$ cat src/rtl/memory_arbiter.sv
// Purpose : shares one single-ported unified memory between the instruction-fetch
//           port and the load/store data port, one transaction at a time.
// Latency : req (IDLE) -> mem_en +1 cycle -> ready +MEM_LATENCY+2 cycles; IDLE cycle between transactions.
// Backpr. : req/ready handshake; requests are only sampled in IDLE; stall holds the datapath meanwhile.
//
// Ports:
//   clk, reset                      rising-edge clock, synchronous active-high reset
//   i_req/i_addr -> i_rdata/i_ready instruction fetch port
//   d_req/d_we/d_addr/d_wdata ->    load/store port
//     d_rdata/d_ready
//   mem_en/mem_we/mem_addr/         registered memory strobe, write enable, address, write data
//     mem_wdata, mem_rdata          read data returns MEM_LATENCY cycles after the mem_en cycle
//   stall                           combinational: some request pending without its ready
//
// MEM_LATENCY is legal in 1..15 (the wait counter is 4 bits wide).
module memory_arbiter #(
  parameter int MEM_LATENCY = 1
) (
  input  logic        clk,
  input  logic        reset,
  input  logic        i_req,
  input  logic [31:0] i_addr,
  output logic [31:0] i_rdata,
  output logic        i_ready,
  input  logic        d_req,
  input  logic        d_we,
  input  logic [31:0] d_addr,
  input  logic [31:0] d_wdata,
  output logic [31:0] d_rdata,
  output logic        d_ready,
  output logic        mem_en,
  output logic        mem_we,
  output logic [31:0] mem_addr,
  output logic [31:0] mem_wdata,
  input  logic [31:0] mem_rdata,
  output logic        stall
);

  typedef enum logic [1:0] {
    S_IDLE  = 2'd0,
    S_ISSUE = 2'd1,
    S_WAIT  = 2'd2,
    S_RESP  = 2'd3
  } state_t;

  state_t     state;
  logic [3:0] wait_cnt;
  logic       grant_data;       // 1 = data port owns the current transaction
  logic       last_grant_data;  // 1 = most recent grant went to the data port
  logic       pick_data;

  // Data wins when it is alone, or on a tie when fetch was not the previous loser
  // (i.e. the port not granted last is served).
  assign pick_data = d_req & (~i_req | ~last_grant_data);

  assign stall = (i_req & ~i_ready) | (d_req & ~d_ready);

  always_ff @(posedge clk) begin
    if (reset) begin
      state           <= S_IDLE;
      wait_cnt        <= 4'd0;
      grant_data      <= 1'b0;
      last_grant_data <= 1'b1;
      mem_en          <= 1'b0;
      mem_we          <= 1'b0;
      mem_addr        <= 32'd0;
      mem_wdata       <= 32'd0;
      i_ready         <= 1'b0;
      d_ready         <= 1'b0;
      i_rdata         <= 32'd0;
      d_rdata         <= 32'd0;
    end else begin
      // Strobes are single-cycle; they are only raised by the transitions below.
      mem_en  <= 1'b0;
      i_ready <= 1'b0;
      d_ready <= 1'b0;

      case (state)
        S_IDLE: begin
          if (i_req | d_req) begin
            grant_data      <= pick_data;
            last_grant_data <= pick_data;
            mem_en          <= 1'b1;
            mem_addr        <= pick_data ? d_addr : i_addr;
            // A fetch never writes, so it drives a clean zero write word.
            mem_we          <= pick_data & d_we;
            mem_wdata       <= pick_data ? d_wdata : 32'd0;
            state           <= S_ISSUE;
          end
        end

        S_ISSUE: begin
          // Reloaded on every issue, so the counter never needs to wrap.
          wait_cnt <= 4'(MEM_LATENCY - 1);
          state    <= S_WAIT;
        end

        S_WAIT: begin
          if (wait_cnt == 4'd0) begin
            // mem_rdata is valid in this cycle; stores leave d_rdata untouched.
            if (!grant_data) begin
              i_rdata <= mem_rdata;
              i_ready <= 1'b1;
            end else begin
              if (!mem_we) begin
                d_rdata <= mem_rdata;
              end
              d_ready <= 1'b1;
            end
            state <= S_RESP;
          end else begin
            wait_cnt <= wait_cnt - 4'd1;
          end
        end

        S_RESP: begin
          // The ready pulse is visible in this cycle; requests are re-arbitrated in IDLE.
          state <= S_IDLE;
        end

        default: state <= S_IDLE;
      endcase
    end
  end

endmodule
$ cat config.mk
export PLATFORM = sky130hd
export DESIGN_NAME = memory_arbiter
export DESIGN_NICKNAME = d
export VERILOG_FILES = /design/src/rtl/memory_arbiter.sv
export SDC_FILE = /design/constraint.sdc
export NUM_CORES = 1
export LEC_CHECK = 0
export ABC_AREA = 0
export BUFFER_PORTS_ARGS = -buffer_cell sky130_fd_sc_hd__clkbuf_2
export CORE_MARGIN = 10
export CORE_UTILIZATION = 45
export CTS_CLUSTER_SIZE = 8
export DETAILED_ROUTE_END_ITERATION = 10
export GPL_TIMING_DRIVEN = 1
export PLACE_DENSITY = 0.78
export SETUP_SLACK_MARGIN = 0.4
export SLEW_MARGIN = 0
export SYNTH_ARGS = -nofsm -noshare
export SYNTH_HDL_FRONTEND = slang
export SYNTH_SLANG_ARGS = --single-unit
$ cat constraint.sdc
create_clock -name clk -period 3.61 [get_ports clk]
set_input_delay 0.1805 -clock clk [delete_from_list [all_inputs] [get_ports clk]]
set_output_delay 0.1805 -clock clk [all_outputs]
set_load 0.02 [all_outputs]
# Word level (Yosys, flattened, before mapping)
# Index checks and enable logic that the tools add are counted.
# Widths: inputs -> output; s select.
# word_totals
elab_cells,55
input_bits,133
ff_bits,140
# op_classes
addsub,1
n_eq_ne,6
n_mux,10
reduce_logical,10
bitwise_logic,16
# op_table
op,count
$mux 32,2
$not 1->1,9
$pmux 2 s4,1
$pmux 4 s2,1
$ne 2x2->1 const B,3
$reduce_and 2->1,3
$and 1x1->1,4
$eq 2x2->1 const B,2
$logic_not 4->1,1
$mux 2,2
$mux 4,1
$reduce_and 4->1,1
$sub 4x1->4 const B,1
$mux 1,3
$or 1x1->1,3
$reduce_and 3->1,1
$reduce_or 3->1,1
$eq 2x1->1 const B,1
$logic_not 2->1,1
$reduce_bool 2->1,1
$reduce_or 2->1,1

# Depth between registers and ports, before layout
# logic_depth
ltp_word,4
mapped_depth,8
ltp_nobuf,5

# Worst setup path after synthesis
# OpenSTA, ideal clock, no wires.
# synth_path
path_kind,flip-flop to flip-flop
startpoint,register state[0]
endpoint,register d_rdata[10]
t_arrival_ps,1492
path_buffers,3
stages_incl_launch_ff,9
slack_ps,2048
synth_period_minus_slack_ps,1562
required_time_ps,3539
setup_time_ps,71
path_cell_list,dfxtp_1 > inv_1 > ha_1 > buf_2 > nor4bb_1 > buf_2 > buf_2 > nand4b_1 > a21oi_1
# synth_between
elab_chain_cells,2
# synth_lines
item,line_no,rtl
start: declaration,46,state_t state;
start signal: assignment,60,state <= S_IDLE;
start signal: assignment,88,state <= S_ISSUE;
start signal: assignment,95,state <= S_WAIT;
$eq 2x2->1,78,case (state)
$reduce_and 4->1 (no source line),--,
end signal: assignment,106,d_rdata <= mem_rdata;
end: declaration,29,"output logic [31:0] d_rdata,"
# No other way between the ends.
# A chain may end at the register's enable or synchronous reset.

# Final worst setup path
# layout_path
startpoint,register state[0]
endpoint,register mem_addr[14]
# layout_between
elab_chain_cells,2
# layout_lines
item,line_no,rtl
$logic_not 2->1,78,
$reduce_and 2->1 (no source line),--,
end signal: assignment,84,mem_addr <= pick_data ? d_addr : i_addr;
end: declaration,33,"output logic [31:0] mem_addr,"
# No other way between the ends.

==> summary.txt <==
Worst hold path
  – Hold/Removal Path Class: in2reg

Global route
  – Pin count of the biggest net entering global routing: between 90 and 100
  – Grt met1 use: between 20% and 30%
  – Initial antenna violation count: 0
  – M3 GR Usage: a little under an eighth
  – GRT Residual Overflow: 0
  – Gr usage total: about a fifth
  – GR Layer Usage met2: a little under a third
  – First-pass GRT wire length: just under 30000 µm
  – Number of global-route vias before repair: approximately 5600
  – GRT Max-Usage Layer: met2

STA
  – # setup viols final: 0
  – Tmin final: between 2 and 2.5 ns
  – Slew @ Worst Pin: roughly 1.1 ns
  – Hold Fails Final Rpt: 0
  – Final TNS setup: 0 ns
  – Slew headroom: between 20% and 30%
  – Final Max Slew Viols: 0
  – RSZ-0062 raised after global routing: no
  – Fmax: 0.429 GHz
  – Setup Skew: slightly above 0.008 ns
  – Crit share post-route: 64.6%
  – Hold WS: roughly 0.018 ns

Clocking
  – Max Buffers Root-to-Sink: 2
  – Clock Latency Late Sink: about 0.42 ns
  – Clock slew at reported path FFs: about 0.06 ns
  – Num CTS Buffers: 17
  – CTS Root Cell: clkbuf_16
  – # Post-CTS Setup Buffers: 0
  – Resized cells post-CTS: 0
  – # H-tree levels: 4
  – CTS tree: done
  – Sink Count: 140

Setup path
  – R2R Setup Slk: roughly 1.3 ns
  – Critical Path RT: around 3.9 ns
  – CP endpoint kind: flip-flop
  – WP data arrival: approximately 2.7 ns
  – Crit Path Category: reg2reg
  – Critical path launch point type: flip-flop
  – Crit path max fanout: between 60 and 70

Floorplanning
  – Die width: roughly 130 µm
  – Die ar.: between 15000 and 20000 µm²
  – Initial Util: 45.7%
  – I/O pins: 266
  – Core ar.: ~13000 µm²
  – Rows: 41
  – Die H: around 130 µm

Placement
  – Dpl hpwl: roughly 13000 µm
  – Placer Congestion: ~0.84
  – Port buffer count: 265

Yosys
  – EDFF count, synth: 0
  – Post-Syn Instances: just over 600
  – Asr flop ratio synth: 0%
  – Syn Area/Cell: 9.23 µm²
  – Sequential area share after synthesis: slightly below 50%
  – Synth area leaders: dfxtp_1, a21oi_1, mux2i_1
  – Cell taking the most area after synthesis: dfxtp_1
  – Syn Nets: between 700 and 800
  – Post-synth cell types: 34
  – Count leader, synth: dfxtp_1
  – Mapped Area: approximately 5700 µm²
  – YS warnings: 0
  – Ys flop type: dfxtp_1
  – Area share of the largest cell type after synthesis: 49.0%
  – Synthesis-stage register bit count: 140
  – Top cells by count, synth: dfxtp_1, a21oi_1, nor2_1

Drt
  – Antenna viol nets, final: 0
  – Drt drc: 0
  – Detailed Route Iter0 Violations: approximately 470
  – DRT Pass-1 Iters: 4
  – Vias: around 5600
  – WL/cell: ~18 µm
  – Routed WL: 18700 µm
  – Via/cell ratio: about 5.4

Pwr
  – Comb power frac: between 30% and 40%
  – Design internal power: roughly 3.7 mW
  – Leakage power: ~3.3 nW
  – Sw power: between 2 and 2.5 mW
  – Power Total: ~5.8 mW
  – Sw Ratio: approximately 36%
  – Flop pwr share: between 30% and 40%
  – Clk pwr share: approximately 33%
  – PwrDens: roughly 750 nW/µm²
  – Max IR drop VDD: approximately 0.36 mV

Final layout
  – Diode count: 0
  – # nets final: approximately 990
  – Share of layout cells above drive strength 1: 36.3%
  – Area grow syn2layout: 36.4%

Flow run
  – Max cap viols: 0

Status
  – Status: completed
==> critical path, cell delays in order (launching register included) <==
cell and delay, ns:
dfxtp_1 0.31, inv_1 0.13, ha_1 0.16, buf_4 0.35, o21a_2 0.92, nor2_1 0.07
a211oi_1 0.28
==> placed cells by master (no fill, tap or decap), types with 5 or more instances in the layout <==
master	Yosys	layout
o21ai_0	34	34
a211oi_1	33	33
a21oi_1	70	70
mux2i_1	33	33
o31ai_1	32	32
a32oi_1	33	33
nand3_1	33	33
clkbuf_16	0	17
ha_1	5	5
inv_1	8	7
bufinv_16	0	5
nor2_1	67	67
dfxtp_1	140	138
dlygate4sd3_1	0	8
nand4b_1	33	33
clkbuf_2	0	264
buf_4	3	7
==> per-layer routing <==
metal  up-vias  wire length [µm]
met5         -                 0
met4         0               276
met3        19              2180
met2       228              8740
met1      2598              7500
li1       2773                 -
==> power by group through the flow <==
stage	clock network [mW]	registers (mW)	logic, mW
2_1_floorplan	0	2.31	1.03
3_3_place_gp	0	2.02	1.88
3_5_place_dp	0	2.03	1.92
4_1_cts	1.95	2.00	1.93
5_1_grt	2.03	2.04	2.10
6_report	1.92	2.00	1.91
==> registers in the layout (all words and copies together) (netlist names) <==
register         flops
d_rdata             32
d_ready              1
grant_data           1
i_rdata             32
i_ready              1
last_grant_data      1
mem_addr            32
mem_en               1
mem_wdata           32
mem_we               1
state                2
wait_cnt             4
==> final timing paths <==
check | from | end | cells after the start
worst min-delay path | d_wdata[24] | mem_wdata[24] | 3
worst max-delay path | state[0] | mem_addr[14] | 6
worst min register to register | d_rdata[21] | d_rdata[21] | 2
worst max register to register | state[0] | mem_addr[14] | 6
==> what timing repair did <==
action,4_1_cts,5_1_grt
hold endpoints to repair,8,0
hold buffers,8,0
setup endpoints to repair,0,0
==> metrics by stage <==
| step | cell area [µm²] | cells | utilization, % | worst slack (ns) |
|---|---|---|---|---|
| 2_1_floorplan | 5720 | 620 | - | 2.05 |
| 6_report | 7810 | 1032 | 62.4 | 1.28 |
| 3_3_place_gp | 7070 | 992 | 56.5 | 1.39 |
| 3_5_place_dp | 7070 | 992 | 56.5 | 1.28 |
| 4_1_cts | 7810 | 1032 | 62.4 | 1.26 |
| 5_1_grt | 7810 | 1032 | 62.4 | 1.03 |
==> cells by family after synthesis <==
| group | after synthesis | synth area share [%] |
|---|---|---|
| AO/OA/AOI/OAI | 210 | 23.7 |
| AND/OR/NAND/NOR | 151 | 14.4 |
| flip-flops | 140 | 49.0 |
| buffers and inverters | 81 | 6.08 |
| multiplexers | 33 | 5.77 |
| adder cells (fa/ha/maj) | 5 | 1.09 |
==> layout make-up <==
cell class	count	area, µm²
well taps	172	215
repair buffers	281	1490
inverters	8	30.0
flip-flops and latches	140	2810
clock buffers	21	470
multi-input cells	399	2610
clock inverters	11	189
fillers	1100	4710
Power figures use the tool's default switching activity.
